`src/rtl/regfile_locked.sv`:
```
// Dual-read, single-write register file whose upper address region can only be
// written once per key-sequence unlock (KEY followed by ~KEY on consecutive cycles).
module regfile_locked #(
    parameter int unsigned DATA_W     = 32,
    parameter int unsigned ADDR_W     = 4,
    parameter int unsigned PROT_BASE  = 12,
    parameter logic [15:0] KEY        = 16'h0032,
    parameter int unsigned UNLOCK_CYC = 8
) (
    input  logic              clk,
    input  logic              rst_n,
    input  logic              rd_en,
    input  logic [ADDR_W-1:0] rd_addr0,
    input  logic [ADDR_W-1:0] rd_addr1,
    output logic [DATA_W-1:0] rd_data0,
    output logic [DATA_W-1:0] rd_data1,
    output logic              rd_valid,
    input  logic              wr_en,
    input  logic [ADDR_W-1:0] wr_addr,
    input  logic [DATA_W-1:0] wr_data,
    input  logic              key_valid,
    input  logic [15:0]       key_in,
    output logic              key_access,
    output logic              wr_err
);

    localparam int unsigned DEPTH = 1 << ADDR_W;
    localparam int unsigned CNT_W = 8;

    localparam logic [1:0] ST_LOCKED   = 2'd0;
    localparam logic [1:0] ST_ARMED    = 2'd1;
    localparam logic [1:0] ST_UNLOCKED = 2'd2;

    logic [DATA_W-1:0] regs [DEPTH];
    logic [1:0]        state, state_nxt;
    logic [CNT_W-1:0]  cnt, cnt_nxt;
    logic              wr_err_nxt;
    logic              key_access_nxt;
    logic              wr_prot_c;
    logic              wr_legal_c;
    logic              byp0_c;
    logic              byp1_c;

    // Write qualification; address 0 is never written and never flags an error.
    always_comb begin
        wr_prot_c  = 32'(wr_addr) >= PROT_BASE;
        wr_legal_c = wr_en && (wr_addr != '0) && (!wr_prot_c || (state == ST_UNLOCKED));
        byp0_c     = wr_legal_c && (wr_addr == rd_addr0);
        byp1_c     = wr_legal_c && (wr_addr == rd_addr1);
    end

    // Lock FSM next-state and registered-output decode.
    always_comb begin
        state_nxt  = state;
        cnt_nxt    = cnt;
        wr_err_nxt = wr_en && (wr_addr != '0) && wr_prot_c && (state != ST_UNLOCKED);
        case (state)
            ST_LOCKED: begin
                cnt_nxt = '0;
                if (key_valid && (key_in == KEY)) begin
                    state_nxt = ST_ARMED;
                end
            end
            ST_ARMED: begin
                if (key_valid && (key_in == ~KEY)) begin
                    state_nxt = ST_UNLOCKED;
                    cnt_nxt   = CNT_W'(UNLOCK_CYC);
                end else begin
                    state_nxt = ST_LOCKED;
                    cnt_nxt   = '0;
                end
            end
            ST_UNLOCKED: begin
                cnt_nxt = cnt - CNT_W'(1);
                // One protected write per unlock; any key activity aborts the window.
                if (key_valid || (wr_legal_c && wr_prot_c) || (cnt <= CNT_W'(1))) begin
                    state_nxt = ST_LOCKED;
                    cnt_nxt   = '0;
                end
            end
            default: begin
                state_nxt = ST_LOCKED;
                cnt_nxt   = '0;
            end
        endcase
        key_access_nxt = (state_nxt == ST_UNLOCKED);
    end

    always_ff @(posedge clk or negedge rst_n) begin
        if (!rst_n) begin
            state      <= ST_LOCKED;
            cnt        <= '0;
            wr_err     <= 1'b0;
            key_access <= 1'b0;
        end else begin
            state      <= state_nxt;
            cnt        <= cnt_nxt;
            wr_err     <= wr_err_nxt;
            key_access <= key_access_nxt;
        end
    end

    // Storage array.
    always_ff @(posedge clk or negedge rst_n) begin
        if (!rst_n) begin
            for (int i = 0; i < int'(DEPTH); i++) begin
                regs[i] <= '0;
            end
        end else if (wr_legal_c) begin
            regs[wr_addr] <= wr_data;
        end
    end

    // Registered read ports with same-cycle write bypass.
    always_ff @(posedge clk or negedge rst_n) begin
        if (!rst_n) begin
            rd_valid <= 1'b0;
            rd_data0 <= '0;
            rd_data1 <= '0;
        end else begin
            rd_valid <= rd_en;
            if (rd_en) begin
                rd_data0 <= byp0_c ? wr_data : regs[rd_addr0];
                rd_data1 <= byp1_c ? wr_data : regs[rd_addr1];
            end
        end
    end

endmodule

```
`config.mk`:
```
export PLATFORM = sky130hd
export DESIGN_NAME = regfile_locked
export DESIGN_NICKNAME = d
export VERILOG_FILES = /design/src/rtl/regfile_locked.sv
export SDC_FILE = /design/constraint.sdc
export NUM_CORES = 1
export LEC_CHECK = 0
export ABC_CLOCK_PERIOD_IN_PS = 5900
export CORE_ASPECT_RATIO = 1.1
export CORE_MARGIN = 4
export CORE_UTILIZATION = 45
export DETAILED_ROUTE_END_ITERATION = 8
export SYNTH_ARGS = -nofsm -noshare
export SYNTH_HDL_FRONTEND = slang
export SYNTH_SLANG_ARGS = --single-unit
```
`constraint.sdc`:
```
create_clock -name clk -period 5.9 [get_ports clk]
set_clock_uncertainty 0.15 [all_clocks]
set_input_delay 1.475 -clock clk [delete_from_list [all_inputs] [get_ports clk]]
set_output_delay 1.475 -clock clk [all_outputs]
set_load 0.03 [all_outputs]
```
==> impl_results.rst, run 1 <==
.. list-table::
   :header-rows: 1

   * - Metric
     - Value
   * - Run status
     - finished clean
   * - Sort of element at the end of the critical path
     - register
   * - Number of antenna violations at the first check in global routing
     - 1
   * - I/O pin count
     - 132
   * - Net count of the finished layout
     - 2069
   * - Setup Viol. Count Final
     - 0
   * - Tightest slew margin relative to the limit
     - 15.0%
   * - Maximum number of buffers from clock root to sink
     - 3
   * - Cell area after synthesis
     - 29900 sq um
   * - Count of hold-fix buffers inserted at cts
     - 0
   * - Overall overflow remaining after global route
     - 0
   * - Ranking of synthesized cells by area
     - sky130_fd_sc_hd__dfrtp_1 (49%), sky130_fd_sc_hd__mux4_2 (19%), sky130_fd_sc_hd__mux2_2 (18%)
   * - Tot Pwr
     - 11700 uW
   * - Global routing met2 resource utilization
     - 38.3%
   * - Distinct cells, synth
     - 37
   * - Fraction of synthesis flops using an asynchronous set or reset pin
     - 100%
   * - Achievable clock frequency
     - 0.258 GHz
   * - Vias per cell
     - 6.40
   * - Gpl congestion
     - 0.770
   * - Total negative slack for setup checks
     - 0 ns
   * - Overall global routing resource usage
     - 23.9%
   * - Leading post-synthesis cells by instance count
     - sky130_fd_sc_hd__dfrtp_1 (589), sky130_fd_sc_hd__mux2_2 (468), sky130_fd_sc_hd__mux4_2 (256), sky130_fd_sc_hd__a22oi_1 (128), sky130_fd_sc_hd__clkbuf_1 (127)
   * - Synthesized area per cell
     - 15.1 sq um
   * - Slew of the pin with the lowest slew margin
     - 1.27 ns
   * - Worst voltage drop across the vdd grid
     - 0.185 mV
   * - Leakage Power
     - 0.0145 uW
   * - Max Cap Viol
     - 0
   * - Critical path arrival
     - 4.25 ns
   * - Global-route wire length before repair
     - 127000 microns
   * - Hold WC Path Type
     - reg -> reg
   * - Logic depth of the worst register-to-register path
     - 6
   * - Global routing met3 resource utilization
     - 4.07%
   * - Overall via count from detail_route
     - 18518
   * - Hold Violations, Final
     - 0
   * - RSZ-0062 raised after global routing
     - no
   * - First-pass iteration count of the detailed router
     - 5
   * - Pre-CTS setup slack
     - 1.41 ns
   * - Finished layout cell area
     - 34000 sq um
   * - Category of the most critical setup path
     - in -> reg
   * - Number of synthesized flops with an enable pin
     - 0
   * - Crit-path cells
     - clkdlybuf4s50_1 > xor2_1 > nor4_1 > and3_2 > a221o_1
   * - Primary FF master, synth
     - sky130_fd_sc_hd__dfrtp_1
   * - Core Area
     - 65500 sq um
   * - CTS tree
     - built
   * - Filler cell count
     - 5424
   * - Total inserted antenna cells
     - 0
   * - Postcts setup bufs
     - 0
   * - Number of violations reported at the end of detailed-routing iteration 0
     - 1340
   * - Slowest stage delay, CP
     - 0.98 ns
   * - Clock buffers created by TritonCTS
     - 66
   * - DRC violations left
     - 0
   * - # clock sinks
     - 589
   * - Critical Path Fanout Max
     - 32
   * - Share of the yosys chip area belonging to registers
     - 49.3%
   * - Placement-stage cell area
     - 31800 sq um
   * - PnR worst setup slack
     - 2.02 ns
   * - Final non-filler cell total
     - 2895
   * - # port buffers
     - 131
   * - Worst Path Required
     - 6.28 ns
   * - Synthesized netlist cell count
     - 1981
   * - Initial Utilization
     - 45.7%
   * - Worst hold path depth
     - 0
   * - Pin count of the biggest net entering global routing
     - 118
   * - Cell area power density
     - 342 nW/um^2
   * - Sort of element at the start of the critical path
     - input pin
   * - Area fraction of the dominant cell type after synthesis
     - 49.3%
   * - DIE WIDTH
     - 254 microns
   * - Clock latency on the worst-skew pair
     - 0.59 ns
   * - Std-Cell Rows
     - 98
   * - Top cell type by total area after synthesis
     - sky130_fd_sc_hd__dfrtp_1
   * - Clock slew at reported path FFs
     - 0.06 ns
   * - H-tree Lvls
     - 3
   * - Detailed-route wire length
     - 83800 microns
   * - Register bit count reported by yosys
     - 589
   * - DRT antenna net count
     - 0
   * - Share of post-route cells with drive strength above 1
     - 44.0%
   * - Via count of the first global-routing pass
     - 19787
   * - Floorplan die area
     - 70600 sq um
   * - Sum of net half-perimeters after detailed placement
     - 47900 microns
   * - Number of resized instances in the post-cts repair step
     - 0
   * - Yosys synthesis warning count
     - 0
   * - Mean routed wirelength per cell
     - 29.0 microns
   * - Most heavily used metal layer in global routing
     - met2
   * - Number of slew-limit violations in the final report
     - 0
   * - Top-count cell post-synth
     - sky130_fd_sc_hd__dfrtp_1
   * - Synth Net Count
     - 2052
   * - GR Util met1
     - 33.5%
   * - Final Critical Period
     - 3.88 ns
   * - Share of the clock period used by the worst path
     - 65.7%
   * - Chip Height
     - 278 microns
   * - Master cell of the clock root buffer
     - sky130_fd_sc_hd__clkbuf_16
   * - Slowest cell on the critical path
     - sky130_fd_sc_hd__and3_2
   * - Cell Count Post-Placement
     - 2780
   * - Signed area change from the synthesized netlist to the final layout
     - 13.8%
==> critical path, delay by kind of cell <==
kind / cells / cell delay [ns]
xor gates and xnor gates: 1 / 0.26
buffers and inverters: 1 / 0.64
and+or+nand+nor: 2 / 1.55
AOI/OAI and AO/OA: 1 / 0.29
==> logic make-up after synthesis <==
logic type      count (synthesis)  share of synthesized area (%)
flops                         589                           49.3
fa+ha+maj                       6                          0.251
buf+inv                       231                           3.67
xor+xnor                       13                          0.381
compound gates                203                           5.61
mux                           736                           37.4
simple gates                  203                           3.46
==> worst paths after layout <==
kind                            startpoint            to  slack (ns)
worst max-delay path            wr_addr[1]  rd_data1[19]        2.02
worst min-delay path             regs[498]     regs[498]        0.24
worst max register to register    state[0]      regs[46]        3.05
worst min register to register   regs[498]     regs[498]        0.24
max in group asynchronous            rst_n     regs[470]        3.64
min in group asynchronous            rst_n        cnt[3]        0.69
==> per-layer routing <==
layer	routed length, microns	vias up
met5	0	-
met4	2620	0
li1	-	7673
met1	36500	10135
met2	40200	551
met3	4580	159
==> final cells by class <==
class	count	area (sq um)	share of cell area [%]
clock inverters	12	170	0.500
repair buffers	175	1750	5.15
multi-input cells	1161	14200	41.8
well taps	850	1060	3.13
clock buffers	103	2070	6.07
flip-flops and latches	589	14700	43.3
inverters	5	18.8	0.0551
==> flip-flops by register name, summed over array words and instances, names as in the netlist <==
name / cells
rd_valid: 1
key_access: 1
cnt: 8
wr_err: 1
rd_data1: 32
rd_data0: 32
state: 2
regs: 512
==> where the power goes <==
part / internal, uW / switching, uW
clock network: 2580 / 1660
registers: 4700 / 458
logic: 1290 / 975
==> through the flow <==
step | utilization [%] | hold slack (ns)
after floorplan | - | 0.291
after global placement | 48.6 | 0.226
after detailed placement | 48.6 | 0.233
after CTS | 52.0 | 0.246
after global routing | 52.0 | 0.255
final | 52.0 | 0.241
==> layout by cell type (no fill, tap or decap), types with 3 or more instances in the layout <==
master                            instances
sky130_fd_sc_hd__clkbuf_1                15
sky130_fd_sc_hd__nor3_1                   3
sky130_fd_sc_hd__mux4_2                 256
sky130_fd_sc_hd__nand4_1                  3
sky130_fd_sc_hd__ha_1                     6
sky130_fd_sc_hd__mux2_2                 468
sky130_fd_sc_hd__nor2b_4                  4
sky130_fd_sc_hd__a22oi_1                128
sky130_fd_sc_hd__nor2_4                  11
sky130_fd_sc_hd__nand3_1                  5
sky130_fd_sc_hd__buf_4                   36
sky130_fd_sc_hd__bufinv_16                4
sky130_fd_sc_hd__nor2b_1                 64
sky130_fd_sc_hd__nor3b_1                  3
sky130_fd_sc_hd__xor2_1                  10
sky130_fd_sc_hd__nand2b_1                 4
sky130_fd_sc_hd__clkbuf_8                18
sky130_fd_sc_hd__clkinv_2                 5
sky130_fd_sc_hd__nor2_1                  12
sky130_fd_sc_hd__and3_2                   3
sky130_fd_sc_hd__mux2_1                  12
sky130_fd_sc_hd__clkdlybuf4s50_1        125
sky130_fd_sc_hd__a221o_1                 64
sky130_fd_sc_hd__nand3b_1                 3
sky130_fd_sc_hd__xnor2_1                  3
sky130_fd_sc_hd__inv_1                    5
sky130_fd_sc_hd__dfrtp_1                589
sky130_fd_sc_hd__buf_12                   8
sky130_fd_sc_hd__nor4_1                   8
sky130_fd_sc_hd__clkbuf_16               71
sky130_fd_sc_hd__nand2_1                 71
Note: power is estimated with default switching activity, not from simulation.
==> run 2: changes to the inputs <==
--- a/config.mk
+++ b/config.mk
@@ -5,7 +5,7 @@
 export SDC_FILE = /design/constraint.sdc
 export NUM_CORES = 1
 export LEC_CHECK = 0
-export ABC_CLOCK_PERIOD_IN_PS = 5900
+export ABC_CLOCK_PERIOD_IN_PS = 3500
 export CORE_ASPECT_RATIO = 1.1
 export CORE_MARGIN = 4
 export CORE_UTILIZATION = 45
==> constraint.sdc (replaced) <==
create_clock -name clk -period 3.5 [get_ports clk]
set_clock_uncertainty 0.15 [all_clocks]
set_input_delay 0.875 -clock clk [delete_from_list [all_inputs] [get_ports clk]]
set_output_delay 0.875 -clock clk [all_outputs]
set_load 0.03 [all_outputs]
==> impl_results.rst, run 2 (synthesis gave the netlist of run 1 again) <==
.. list-table::
   :header-rows: 1

   * - Metric
     - Value
   * - Run status
     - finished clean (unchanged)
   * - Tightest slew margin relative to the limit
     - 19.4% (was 15.0%)
   * - Number of violations reported at the end of detailed-routing iteration 0
     - 1414 (was 1340)
   * - Initial Utilization
     - 45.7% (unchanged)
   * - # port buffers
     - 131 (unchanged)
   * - RSZ-0062 raised after global routing
     - no (unchanged)
   * - Floorplan die area
     - 70600 sq um (unchanged)
   * - H-tree Lvls
     - 3 (unchanged)
   * - Overall overflow remaining after global route
     - 0 (unchanged)
   * - CTS tree
     - built (unchanged)
   * - Sw power
     - 5310 uW (was 3090 uW)
   * - Clock latency on the worst-skew pair
     - 0.59 ns (about the same)
   * - Count of hold-fix buffers inserted at cts
     - 0 (unchanged)
   * - Crit-path cells
     - clkdlybuf4s50_1 > nor2b_4 > buf_4 > a22oi_1 > nand2_1 > a221o_1 (was clkdlybuf4s50_1 > xor2_1 > nor4_1 > and3_2 > a221o_1)
   * - Cell area power density
     - 572 nW/um^2 (was 342 nW/um^2)
   * - Clock slew at reported path FFs
     - 0.07 ns (was 0.06 ns)
   * - Leakage Power
     - 0.0149 uW (was 0.0145 uW)
   * - Chip Height
     - 278 microns (unchanged)
   * - Slowest stage delay, CP
     - 0.92 ns (was 0.98 ns)
   * - Number of slew-limit violations in the final report
     - 0 (unchanged)
   * - Setup Viol. Count Final
     - 0 (unchanged)
   * - DRC violations left
     - 0 (unchanged)
   * - Detailed-route wire length
     - 87800 microns (was 83800 microns)
   * - DRT antenna net count
     - 0 (unchanged)
   * - # clock sinks
     - 589 (unchanged)
   * - Sort of element at the end of the critical path
     - register (unchanged)
   * - I/O pin count
     - 132 (unchanged)
   * - Number of antenna violations at the first check in global routing
     - 2 (was 1)
   * - Clock share of power
     - 36.9% (was 36.4%)
   * - Worst voltage drop across the vdd grid
     - 0.295 mV (was 0.185 mV)
   * - Internal power consumption
     - 14700 uW (was 8560 uW)
   * - Category of the most critical setup path
     - in -> reg (unchanged)
   * - Share of total power in combinational logic
     - 19.5% (was 19.4%)
   * - Gpl congestion
     - 0.779 (was 0.770)
   * - Final Critical Period
     - 2.83 ns
   * - Final non-filler cell total
     - 2948 (was 2895)
   * - Total negative slack for setup checks
     - 0 ns (unchanged)
   * - Most common library cell in the layout ignoring fill and taps
     - sky130_fd_sc_hd__dfrtp_1 (unchanged)
   * - PnR worst setup slack
     - 0.671 ns (was 2.02 ns)
   * - Sort of element at the start of the critical path
     - input pin (unchanged)
   * - Share of post-route cells with drive strength above 1
     - 45.4% (was 44.0%)
   * - Cell Count Post-Placement
     - 2830 (was 2780)
   * - Register share of total power
     - 43.6% (was 44.2%)
   * - DIE WIDTH
     - 254 microns (unchanged)
   * - Register with the most flip-flops
     - regs (unchanged)
   * - Crit path buf inv count
     - 2 (was 1)
   * - Sw frac
     - 26.5% (was 26.6%)
   * - Largest register FFs
     - 512 (unchanged)
   * - Via count of the first global-routing pass
     - 20422 (was 19787)
   * - Most frequent cells in the layout
     - sky130_fd_sc_hd__dfrtp_1 (589), sky130_fd_sc_hd__mux2_2 (468), sky130_fd_sc_hd__mux4_2 (256) (unchanged)
   * - Sum of net half-perimeters after detailed placement
     - 50900 microns (was 47900 microns)
   * - Postcts setup bufs
     - 0 (unchanged)
   * - End-of-flow core utilization
     - 53.5% (was 52.0%)
   * - Pin count of the biggest net entering global routing
     - 77 (was 118)
   * - Max Cap Viol
     - 0 (unchanged)
   * - Delay-heaviest family, CP
     - simple AND/OR/NAND/NOR gates (unchanged)
   * - Signed area change from the synthesized netlist to the final layout
     - 17.0% (was 13.8%)
   * - Critical Path Fanout Max
     - 21 (was 32)
   * - Hold Violations, Final
     - 0 (unchanged)
   * - Clock buffers created by TritonCTS
     - 66 (unchanged)
   * - Mean routed wirelength per cell
     - 29.8 microns (was 29.0 microns)
   * - Maximum number of buffers from clock root to sink
     - 3 (unchanged)
   * - Core Area
     - 65500 sq um (unchanged)
   * - Share of the clock period used by the worst path
     - 80.8%
   * - Largest registers in the final layout
     - regs x512, rd_data0 x32, rd_data1 x32 (unchanged)
   * - Worst Path Required
     - 3.87 ns (was 6.28 ns)
   * - Slowest cell on the critical path
     - sky130_fd_sc_hd__nor2b_4 (was sky130_fd_sc_hd__and3_2)
   * - Achievable clock frequency
     - 0.353 GHz
   * - Global-route wire length before repair
     - 134000 microns (was 127000 microns)
   * - Slew of the pin with the lowest slew margin
     - 1.21 ns (was 1.27 ns)
   * - Overall global routing resource usage
     - 25.1% (was 23.9%)
   * - First-pass iteration count of the detailed router
     - 5 (unchanged)
   * - Pre-CTS setup slack
     - 0.144 ns (was 1.41 ns)
   * - Hold WC Path Type
     - in -> async (was reg -> reg)
   * - Critical path arrival
     - 3.20 ns (was 4.25 ns)
   * - Master cell of the clock root buffer
     - sky130_fd_sc_hd__clkbuf_16 (unchanged)
   * - Overall via count from detail_route
     - 18848 (was 18518)
   * - Vias per cell
     - 6.39 (was 6.40)
   * - Number of resized instances in the post-cts repair step
     - 0 (unchanged)
   * - Net count of the finished layout
     - 2119 (was 2069)
   * - Std-Cell Rows
     - 98 (unchanged)
## run 2: cell types whose count changed in the layout (fill, tap and decap cells not counted), moves of 2 or more
| cell | before | now |
|---|---|---|
| sky130_fd_sc_hd__clkbuf_8 | 18 | 16 |
| sky130_fd_sc_hd__bufinv_16 | 4 | 8 |
| sky130_fd_sc_hd__clkinv_2 | 5 | 9 |
| sky130_fd_sc_hd__buf_12 | 8 | 49 |
| sky130_fd_sc_hd__buf_4 | 36 | 45 |
## run 2: stage by stage
step	hold WS, ns	total power (uW)	instance area [sq um]
after global routing	0.143	20900	35000
after global placement	0.227	12600	32700
after floorplan	0.291	11300	29900
after CTS	0.115	20200	35000
final	0.122	20000	35000
after detailed placement	0.234	12800	32700
## run 2: power by group through the flow
| stage | sequential (uW) | combinational (uW) | clock (uW) |
|---|---|---|---|
| floorplan | 8820 | 2450 | 0 |
| global placement | 8730 | 3860 | 0 |
| detailed placement | 8820 | 3940 | 0 |
| CTS | 8710 | 3950 | 7540 |
| global route | 8860 | 4200 | 7820 |
| finish | 8730 | 3910 | 7390 |
## run 2: worst paths after layout
| kind | endpoint | startpoint | slack [ns] | cells after the start |
|---|---|---|---|---|
| min | key_access | rst_n | 0.12 | 1 |
| min reg2reg | regs[502] | regs[502] | 0.24 | 0 |
| max | rd_data0[15] | rd_addr0[2] | 0.67 | 6 |
| min in group clk | regs[502] | regs[502] | 0.24 | 0 |
| max reg2reg | rd_data0[16] | state[0] | 1.10 | 7 |
| max in group asynchronous | regs[12] | rst_n | 2.17 | 2 |
## run 2: worst register-to-register path, cell delays in order, from the launching register on
cell                      delay [ns]
sky130_fd_sc_hd__dfrtp_1        0.40
sky130_fd_sc_hd__inv_1          0.11
sky130_fd_sc_hd__ha_1           0.22
sky130_fd_sc_hd__o21ai_0        0.13
sky130_fd_sc_hd__nor2_1         0.54
sky130_fd_sc_hd__and3_2         0.33
sky130_fd_sc_hd__buf_12         0.24
sky130_fd_sc_hd__a221o_1        0.22
## run 2: area by class of cell
type                            count  area [sq um]
Clock buffer                       99          2010
Clock inverter                     18           302
Inverter                            5          18.8
Timing Repair Buffer              225          2640
Sequential cell                   589         14700
Tap cell                          850          1060
Multi-Input combinational cell   1161         14200
Antenna cell                        1          2.50
Fill cell                        5337         30500
## run 2: per-layer routing
layer	track usage, %	vias to the layer above	wire length, microns	part of all wire, %
met4	6.51	2	1780	2.0
met5	0	-	10	0.011
met1	36.2	10385	38500	44
met2	40.1	581	42500	48
met3	4.25	115	5040	5.7
li1	-	7765	-	-
==> run 3: changes to the inputs <==
--- a/config.mk
+++ b/config.mk
@@ -5,7 +5,7 @@
 export SDC_FILE = /design/constraint.sdc
 export NUM_CORES = 1
 export LEC_CHECK = 0
-export ABC_CLOCK_PERIOD_IN_PS = 3500
+export ABC_CLOCK_PERIOD_IN_PS = 2330
 export CORE_ASPECT_RATIO = 1.1
 export CORE_MARGIN = 4
 export CORE_UTILIZATION = 45
==> constraint.sdc (replaced) <==
create_clock -name clk -period 2.33 [get_ports clk]
set_clock_uncertainty 0.15 [all_clocks]
set_input_delay 0.5825 -clock clk [delete_from_list [all_inputs] [get_ports clk]]
set_output_delay 0.5825 -clock clk [all_outputs]
set_load 0.03 [all_outputs]
==> impl_results.rst, run 3 (synthesis gave the netlist of run 1 again) <==
.. list-table::
   :header-rows: 1

   * - Metric
     - Value
   * - Critical register-to-register path startpoint
     - state[0] (unchanged)
   * - DIE WIDTH
     - 254 microns (unchanged)
   * - Clock latency on the worst-skew pair
     - 0.61 ns (was 0.59 ns)
   * - Placement-stage cell area
     - 34200 sq um (was 32700 sq um)
   * - I/O pin count
     - 132 (unchanged)
   * - Total area of multi-input combinational cells
     - 14200 sq um (about the same)
   * - Core Area
     - 65500 sq um (unchanged)
   * - Slowest stage delay, CP
     - 0.78 ns (was 0.92 ns)
   * - Std-Cell Rows
     - 98 (unchanged)
   * - Largest registers in the final layout
     - regs x512, rd_data0 x32, rd_data1 x32 (unchanged)
   * - Detailed-route wire length
     - 89200 microns (was 87800 microns)
   * - Number of violations reported at the end of detailed-routing iteration 0
     - 1391 (was 1414)
   * - # clock sinks
     - 589 (unchanged)
   * - Logic depth of the worst register-to-register path
     - 9 (was 7)
   * - Leakage Power
     - 0.0159 uW (was 0.0149 uW)
   * - Chip Height
     - 278 microns (unchanged)
   * - Maximum number of buffers from clock root to sink
     - 3 (unchanged)
   * - Achievable clock frequency
     - 0.434 GHz
   * - Via count of the first global-routing pass
     - 20834 (was 20422)
   * - Final Critical Period
     - 2.31 ns
   * - Most frequent cells in the layout
     - sky130_fd_sc_hd__dfrtp_1 (589), sky130_fd_sc_hd__mux2_2 (468), sky130_fd_sc_hd__mux4_2 (256) (unchanged)
   * - Run status
     - finished clean (unchanged)
   * - Worst Path Required
     - 2.72 ns (was 3.87 ns)
   * - Tightest slew margin relative to the limit
     - 38.5% (was 19.4%)
   * - Most common library cell in the layout ignoring fill and taps
     - sky130_fd_sc_hd__dfrtp_1 (unchanged)
   * - Share of the clock period used by the worst path
     - 99.0%
   * - Finished layout cell area
     - 36300 sq um (was 35000 sq um)
   * - Slew of the pin with the lowest slew margin
     - 0.921 ns (was 1.21 ns)
   * - Critical path arrival
     - 2.69 ns (was 3.20 ns)
   * - Crit-path cells
     - clkdlybuf4s50_1 > nor2b_4 > buf_4 > a22oi_1 > nand2_1 > a221o_1 (unchanged)
   * - Cell area power density
     - 819 nW/um^2 (was 572 nW/um^2)
   * - Largest register FFs
     - 512 (unchanged)
   * - Min-delay src
     - regs[496]
   * - Master cell of the clock root buffer
     - sky130_fd_sc_hd__clkbuf_16 (unchanged)
   * - Worst hold path depth
     - 0
   * - Register with the most flip-flops
     - regs (unchanged)
   * - Net count of the finished layout
     - 2243 (was 2119)
   * - Hold WC Path Type
     - reg -> reg (was in -> async)
   * - Hold Violations, Final
     - 0 (unchanged)
   * - Worst reg2reg endpoint
     - rd_data0[10] (was rd_data0[16])
   * - Sequential standard cell area
     - 14700 sq um (unchanged)
   * - Share of post-route cells with drive strength above 1
     - 48.4% (was 45.4%)
   * - Sort of element at the start of the critical path
     - input pin (unchanged)
   * - Critical Path Fanout Max
     - 14 (was 21)
   * - Cell Count Post-Placement
     - 2952 (was 2830)
   * - Filler cell count
     - 5272 (was 5337)
   * - Tot Pwr
     - 29700 uW (was 20000 uW)
   * - Category of the most critical setup path
     - in -> reg (unchanged)
   * - Floorplan die area
     - 70600 sq um (unchanged)
   * - RSZ-0062 raised after global routing
     - no (unchanged)
   * - CTS tree
     - built (unchanged)
   * - Overall via count from detail_route
     - 19469 (was 18848)
   * - Sort of element at the end of the critical path
     - register (unchanged)
   * - Worst voltage drop across the vdd grid
     - 0.495 mV (was 0.295 mV)
   * - Initial Utilization
     - 45.7% (unchanged)
   * - End-of-flow core utilization
     - 55.5% (was 53.5%)
   * - Sum of net half-perimeters after detailed placement
     - 58300 microns (was 50900 microns)
   * - Slack of the worst reg-to-reg path
     - 0.09 ns (was 1.10 ns)
   * - Final non-filler cell total
     - 3070 (was 2948)
   * - Number of antenna violations at the first check in global routing
     - 2 (unchanged)
   * - Clock buffers created by TritonCTS
     - 67 (was 66)
   * - Setup Viol. Count Final
     - 0 (unchanged)
   * - Postcts setup bufs
     - 0 (unchanged)
   * - Signed area change from the synthesized netlist to the final layout
     - 21.5% (was 17.0%)
   * - Overall global routing resource usage
     - 25.5% (was 25.1%)
   * - Global-route wire length before repair
     - 136000 microns (was 134000 microns)
   * - DRC violations left
     - 0 (unchanged)
   * - Gpl congestion
     - 0.794 (was 0.779)
   * - Slowest cell on the critical path
     - sky130_fd_sc_hd__nor2b_4 (unchanged)
   * - Mean routed wirelength per cell
     - 29.1 microns (was 29.8 microns)
   * - Pin count of the biggest net entering global routing
     - 78 (was 77)
   * - Max Cap Viol
     - 0 (unchanged)
   * - First-pass iteration count of the detailed router
     - 5 (unchanged)
   * - Vias per cell
     - 6.34 (was 6.39)
   * - # port buffers
     - 131 (unchanged)
   * - Number of slew-limit violations in the final report
     - 0 (unchanged)
   * - H-tree Lvls
     - 3 (unchanged)
   * - Hold worst-path end
     - regs[496]
   * - Clock slew at reported path FFs
     - 0.06 ns (was 0.07 ns)
   * - DRT antenna net count
     - 0 (unchanged)
   * - Overall overflow remaining after global route
     - 0 (unchanged)
==> run 3: changes by cell type in the layout (fill, tap and decap cells not counted), moves of 3 or more <==
cell	change
sky130_fd_sc_hd__buf_4	+73
sky130_fd_sc_hd__clkdlybuf4s50_1	-67
sky130_fd_sc_hd__dlygate4sd2_1	+67
sky130_fd_sc_hd__buf_12	+49
sky130_fd_sc_hd__bufinv_16	-4
sky130_fd_sc_hd__clkbuf_1	+4
sky130_fd_sc_hd__inv_6	+4
sky130_fd_sc_hd__clkinv_2	-3
==> run 3: worst max-delay path by stage <==
stage | from | to | slack [ns] | cells past startpoint
2_1_floorplan | rd_addr0[0] | rd_data0[30] | -0.002 | 7
3_3_place_gp | rd_addr1[2] | rd_data1[25] | -0.57 | 7
3_5_place_dp | rd_addr1[2] | rd_data1[25] | -0.55 | 7
4_1_cts | state[0] | rd_data0[10] | 0.04 | 9
5_1_grt | state[0] | rd_data0[8] | 0.01 | 9
6_report | rd_addr1[3] | rd_data1[25] | 0.02 | 6
==> run 3: power breakdown <==
part / total (uW) / internal [uW] / leakage (uW) / switching (uW)
Sequential: 13100 / 11900 / 0.00757 / 1180
Clock: 10600 / 6330 / 0.00107 / 4290
Combinational: 6050 / 3420 / 0.00726 / 2630
==> run 3: final cells by class <==
cell class	count	share of cell area, %
antenna	1	0.00689
clock buffer	101	5.47
sequential	589	40.6
inverter	5	0.0517
clock inverter	15	0.530
multi-input combinational	1161	39.2
tap	850	2.93
timing repair buffer	348	11.3
==> run 3: timing repair <==
item                                    4_1_cts  5_1_grt
endpoints found under the setup margin       70       24
gates cloned                                  0        0
hold buffers                                  1        0
resized for setup                            68        2
hold endpoints to repair                     23        0
==> run 3: metal layers <==
metal	global-route usage, %	part of all wire (%)	up-vias
met5	0	0.012	-
met4	6.96	2.4	2
met3	3.75	5.2	142
met2	41.0	49	623
met1	36.7	44	10644
li1	-	-	8058
==> run 3: per-stage QoR <==
stage	TNS [ns]	hold WS (ns)	setup WS, ns
2_1_floorplan	-0.0318	0.137	-0.00174
3_3_place_gp	-187.84	0.226	-0.574
3_5_place_dp	-195.75	0.232	-0.552
4_1_cts	0	0.247	0.0435
5_1_grt	0	0.256	0.0104
6_report	0	0.243	0.0237
==> run 3: worst max-delay path: cells and delay by family <==
kind	cells	cell delay, ns
AOI/OAI and AO/OA	2	0.24
and+or+nand+nor	2	0.89
buffers and inverters	2	0.95
